<file path="src/rtl/sram_stream_master.sv">
// Purpose: strided block initiator for one SRAM request stream; write data in, read data out via a credit-protected FIFO.
// Latency: first request one cycle after command accept; read data is visible on rd_* two cycles after its grant.
// Backpressure: holds each request until granted; read requests stall when queued plus in-flight reads reach FIFO_D.
module sram_stream_master #(
    parameter int ADDR_W = 12,
    parameter int Data_W = 16,
    parameter int LEN_W  = 8,
    parameter int FIFO_D = 4
) (
    input  logic              clk,
    input  logic              rst_n,
    input  logic              cmd_v,
    output logic              cmd_ready,
    input  logic              cmd_we,
    input  logic [ADDR_W-1:0] cmd_base,
    input  logic [ADDR_W-1:0] cmd_stride,
    input  logic [LEN_W-1:0]  cmd_len,
    input  logic              wd_v,
    output logic              wd_ready,
    input  logic [Data_W-1:0] wd_data,
    output logic              req_v,
    output logic              req_we,
    output logic [ADDR_W-1:0] req_addr,
    output logic [Data_W-1:0] req_wdata,
    input  logic              req_ready,
    input  logic              rsp_v,
    input  logic [Data_W-1:0] rsp_rdata,
    output logic              rd_v,
    input  logic              rd_ready,
    output logic [Data_W-1:0] rd_data,
    output logic              rd_last,
    output logic              busy,
    output logic              done,
    output logic              err
);

    localparam int PTR_W = (FIFO_D > 1) ? $clog2(FIFO_D) : 1;
    localparam int CNT_W = $clog2(FIFO_D + 1);

    localparam logic [1:0] S_IDLE  = 2'd0;
    localparam logic [1:0] S_RUN   = 2'd1;
    localparam logic [1:0] S_DRAIN = 2'd2;
    localparam logic [1:0] S_DONE  = 2'd3;

    logic [1:0]        state_q, state_d;
    logic              we_q;
    logic [ADDR_W-1:0] addr_q, addr_d;
    logic [ADDR_W-1:0] stride_q;
    logic [LEN_W-1:0]  len_q;
    logic [LEN_W-1:0]  issued_q, issued_d;
    logic              inflight_rd_q;
    logic              inflight_last_q;
    logic              err_q;

    logic [PTR_W-1:0]  wr_ptr_q, rd_ptr_q;
    logic [CNT_W-1:0]  cnt_q;
    logic [Data_W:0]   mem_q [FIFO_D];

    logic              run;
    logic              grant;
    logic              last_word;
    logic [CNT_W:0]    credit_used;
    logic              credit_ok;
    logic              push;
    logic              pop;

    // Request side: credit counts both queued words and the read whose response is due now,
    // so the sum can only stay equal or shrink while a request is held.
    always_comb begin
        run         = (state_q == S_RUN);
        credit_used = {1'b0, cnt_q} + (CNT_W + 1)'(inflight_rd_q);
        credit_ok   = credit_used < (CNT_W + 1)'(FIFO_D);
        req_v       = run & (we_q ? wd_v : credit_ok);
        grant       = req_v & req_ready;
        last_word   = (issued_q == (len_q - LEN_W'(1)));
        req_we      = we_q;
        req_addr    = addr_q;
        req_wdata   = wd_data;
        wd_ready    = grant & we_q;
        cmd_ready   = (state_q == S_IDLE);
        busy        = (state_q != S_IDLE);
        done        = (state_q == S_DONE);
        err         = err_q;
        push        = inflight_rd_q & rsp_v;
        pop         = rd_v & rd_ready;
    end

    // Next-state logic; an empty command passes through DRAIN so done keeps the same offset as
    // a real burst. DRAIN always lasts one cycle: no grant can happen there, and the response to
    // the last grant lands while in DRAIN.
    always_comb begin
        state_d  = state_q;
        addr_d   = addr_q;
        issued_d = issued_q;
        case (state_q)
            S_IDLE: begin
                if (cmd_v) begin
                    addr_d   = cmd_base;
                    issued_d = '0;
                    state_d  = (cmd_len == '0) ? S_DRAIN : S_RUN;
                end
            end
            S_RUN: begin
                if (grant) begin
                    issued_d = issued_q + LEN_W'(1);
                    addr_d   = addr_q + stride_q;
                    if (last_word) begin
                        state_d = S_DRAIN;
                    end
                end
            end
            S_DRAIN: state_d = S_DONE;
            S_DONE:  state_d = S_IDLE;
            default: state_d = S_IDLE;
        endcase
    end

    // Control state, command latch, in-flight tracking and sticky missing-response flag.
    always_ff @(posedge clk or negedge rst_n) begin
        if (!rst_n) begin
            state_q         <= S_IDLE;
            we_q            <= 1'b0;
            addr_q          <= '0;
            stride_q        <= '0;
            len_q           <= '0;
            issued_q        <= '0;
            inflight_rd_q   <= 1'b0;
            inflight_last_q <= 1'b0;
            err_q           <= 1'b0;
        end else begin
            state_q         <= state_d;
            addr_q          <= addr_d;
            issued_q        <= issued_d;
            inflight_rd_q   <= grant & ~we_q;
            inflight_last_q <= last_word;
            if (state_q == S_IDLE && cmd_v) begin
                we_q     <= cmd_we;
                stride_q <= cmd_stride;
                len_q    <= cmd_len;
            end
            if (inflight_rd_q && !rsp_v) begin
                err_q <= 1'b1;
            end
        end
    end

    // Read FIFO pointers and occupancy; simultaneous push and pop leave the count unchanged.
    always_ff @(posedge clk or negedge rst_n) begin
        if (!rst_n) begin
            wr_ptr_q <= '0;
            rd_ptr_q <= '0;
            cnt_q    <= '0;
        end else begin
            if (push) begin
                wr_ptr_q <= (wr_ptr_q == PTR_W'(FIFO_D - 1)) ? '0 : wr_ptr_q + PTR_W'(1);
            end
            if (pop) begin
                rd_ptr_q <= (rd_ptr_q == PTR_W'(FIFO_D - 1)) ? '0 : rd_ptr_q + PTR_W'(1);
            end
            case ({push, pop})
                2'b10:   cnt_q <= cnt_q + CNT_W'(1);
                2'b01:   cnt_q <= cnt_q - CNT_W'(1);
                default: cnt_q <= cnt_q;
            endcase
        end
    end

    // FIFO storage holds {last, data}; it needs no reset because rd_v gates every read of it.
    always_ff @(posedge clk) begin
        if (push) begin
            mem_q[wr_ptr_q] <= {inflight_last_q, rsp_rdata};
        end
    end

    // Read stream outputs come straight from the head entry.
    always_comb begin
        rd_v    = (cnt_q != '0);
        rd_data = mem_q[rd_ptr_q][Data_W-1:0];
        rd_last = rd_v & mem_q[rd_ptr_q][Data_W];
    end

endmodule

</file>
<file path="config.mk">
export PLATFORM = sky130hd
export DESIGN_NAME = sram_stream_master
export DESIGN_NICKNAME = d
export VERILOG_FILES = /design/src/rtl/sram_stream_master.sv
export SDC_FILE = /design/constraint.sdc
export NUM_CORES = 1
export LEC_CHECK = 0
export BUFFER_PORTS_ARGS = -buffer_cell sky130_fd_sc_hd__buf_2
export CORE_ASPECT_RATIO = 2
export CORE_UTILIZATION = 35
export DETAILED_ROUTE_END_ITERATION = 12
export PLACE_DENSITY_LB_ADDON = 0.25
export SLEW_MARGIN = 20
export SYNTH_ARGS = -nofsm -noshare
export SYNTH_HDL_FRONTEND = slang
export SYNTH_SLANG_ARGS = --single-unit
</file>
<file path="constraint.sdc">
create_clock -name clk -period 3.3 [get_ports clk]
set_clock_uncertainty 0.15 [all_clocks]
set_input_delay 0.33 -clock clk [delete_from_list [all_inputs] [get_ports clk]]
set_output_delay 0.33 -clock clk [all_outputs]
set_load 0.02 [all_outputs]
</file>
==> out/results.tsv <==
metric	value	unit
dp_slack	0.783	ns
ys_top_cells_by_area	edfxtp_1, dfrtp_1, mux4_2, ha_1, mux2_2	
run_status	completed	
cp_slowest_cell	dfrtp_1	
gp_congestion	0.859	
core_area	0.0162	mm²
first_iter_violations	108	
die_height	184	µm
initial_core_util	35.7	%
grt_max_degree	41	
synth_nets	513	
final.setup.tns	0	ns
endpoint_kind	output pin	
grt_pass1_vias	4138	
synth_top_family_by_area	multiplexers	
worst_pin_slew	0.909	ns
yosysSeqAreaShare	58.3	%
power_density	975	mW/mm²
ant_nets	0	
syn_inst	416	
grt_antenna_before_repair	0	
drcViolationCount	0	
yosys_warnings	0	
ys_types	50	
grt_pass1_wl	20300	µm
dr_total_vias	3763	
synth_compound_area_share	6.67	%
synth_edf_count	68	
p_sw	0.00270	W
avgSynthCellArea	13.9	µm²
synthFlopType	edfxtp_1	
clk_pin_slew_worst_paths	0.06	ns
path_depth	3	
r2r_slack	0.78	ns
cp.arrival	2.15	ns
clk_path_buf_depth	2	
muxShareOfSynthArea	13.4	%
hold_depth	2	
synth_fa_ha_area_share	5.67	%
intPower	0.00435	W
synth_xor_xnor_area_share	3.94	%
drive_gt1_share	31.9	%
dieArea	0.0171	mm²
cap_viol_max_count	0	
cts_tree	built	
worstRegToRegCells	6	
pwr-share-clk	23.9	%
leakage	2.96	nW
synth-async-reset-ratio	43.8	%
portBuffers	92	
antenna_cells	0	
synth_top_area_share	35.3	%
wl	12500	µm
die_w	92.9	µm
setup_viol_count_final	0	
routedWlPerCell	16.7	µm
syn_area	0.00578	mm²
min_period	2.63	ns
cts-htree-levels	4	
grt_overflow	0	
post_dp_cell_area	0.00637	mm²
min_path_type	in -> reg	
gr-usage-all-layers	15.9	%
rsz0062_at_grt	no	
clock_latency	0.41	ns
cp-startpoint	rd_ptr_q[0]	
drv_slew	0	
layout.nets	633	
hold_start	cmd_len[0]	
viasPerCell	5.00	
first_pass_iters	4	
max_stage_delay	0.69	ns
synth_top_area_cell	edfxtp_1	
dp_hpwl	9210	µm
path_cells	buf_4 > mux4_2 > buf_2	
seqPwrFrac	31.8	%
numCtsBuffers	17	
max_freq	0.380	GHz
numClockSinks	121	
reg2reg_from	state_q[1]	
timing.critical_path.buf_inv	2	
setup_slack	0.670	ns
synth-simple-area-share	7.83	%
cts_setup_buffers	0	
design_area	0.00723	mm²
critPathRequiredTime	2.82	ns
yosysMostFrequentCell	edfxtp_1	
combPwrFrac	44.3	%
syn2layout_area_growth	25.1	%
cp-start-kind	flip-flop	
slew_headroom	39.4	%
ys_ff_latch	121	
fin_crit_sh	79.7	%
hold_viol	0	
num_rows	66	
path_class	reg -> out	
synth_top_cells_by_count	edfxtp_1, dfrtp_1, nor2_1, mux2_2, ha_1	
fill_cells	1531	
cts_root_buf	clkbuf_16	
switching_share	38.2	%
crit_family	flip-flops	
boundaryPins	125	
critPathMaxFanout	11	
vdd_ir_drop_max	592	µV
-- power by group through the flow --
| stage | logic, W | registers, W | clock network (W) |
|---|---|---|---|
| after global routing | 0.00344 | 0.00230 | 0.00178 |
| after global placement | 0.00304 | 0.00226 | 0 |
| after CTS | 0.00315 | 0.00225 | 0.00173 |
| after detailed placement | 0.00310 | 0.00227 | 0 |
| after floorplan | 0.00228 | 0.00225 | 0 |
| final | 0.00312 | 0.00224 | 0.00168 |
-- flip-flops by register name (all words and copies together), names as in the netlist --
| register | cells |
|---|---|
| req_we | 1 |
| inflight_rd_q | 1 |
| len_q | 8 |
| mem_q | 68 |
| issued_q | 8 |
| wr_ptr_q | 2 |
| req_addr | 12 |
| state_q | 2 |
| cnt_q | 3 |
| stride_q | 12 |
| err | 1 |
| inflight_last_q | 1 |
| rd_ptr_q | 2 |
-- final cells by class --
class | count | area [µm²] | share of cell area [%]
Sequential cell | 121 | 3370 | 46.6
Multi-Input combinational cell | 249 | 2170 | 30.0
Timing Repair Buffer | 130 | 841 | 11.6
Clock buffer | 20 | 437 | 6.04
Tap cell | 204 | 255 | 3.53
Clock inverter | 12 | 103 | 1.42
Inverter | 17 | 63.8 | 0.882
-- logic make-up (layout without fill, tap and decap cells) --
| group | count (synthesis) | in the layout |
|---|---|---|
| adder cells (fa/ha/maj) | 25 | 25 |
| XOR/XNOR | 26 | 26 |
| AND/OR/NAND/NOR | 88 | 88 |
| buffers and inverters | 46 | 179 |
| multiplexers | 53 | 53 |
| flip-flops | 121 | 121 |
| AO/OA/AOI/OAI | 57 | 57 |
-- worst paths after layout --
path / to
min: len_q[0]
max in group asynchronous: len_q[4]
max reg2reg: req_addr[2]
max: rd_data[10]
min in group asynchronous: stride_q[5]
min reg2reg: cnt_q[2]
-- per-layer routing --
metal  vias to the layer above  GRT usage, %  routed length, µm
met5                         -             0                  0
met4                         0          7.88                328
met3                        18          4.18                482
met2                       111          30.2               7140
met1                      1865          15.5               4590
li1                       1769             -                  -
-- cell usage in the layout, fill, tap and decap left out, drive strengths merged, types with 3 or more instances in the layout --
cell,instances
dfrtp,53
xnor2,14
buf,100
dlygate4sd3,30
nand3,8
and3,6
mux2,24
edfxtp,68
mux2i,12
nand2,16
a211oi,3
or3,3
o21ai,10
nand2b,4
inv,18
nor3,8
a21oi,21
a21o,8
nand4,6
nor2,26
ha,23
o211ai,3
clkinv,7
xor2,12
clkinvlp,3
clkbuf,20
mux4,17
-- what timing repair did --
| item | in CTS | in global routing |
|---|---|---|
| gates resized for setup | 0 | 0 |
| hold buffers | 30 | 0 |
| hold endpoints to repair | 116 | 0 |
-- per-stage QoR --
stage                     hold slack (ns)  util, %  total power, W  std cells
after floorplan                    -0.116        -         0.00453        416
after detailed placement            0.334     39.3         0.00537        690
after global routing               0.0178     44.7         0.00752        753
after CTS                         0.00803     44.5         0.00712        752
after global placement              0.329     39.3         0.00530        690
final                              0.0245     44.7         0.00705        753
Power figures use the tool's default switching activity.
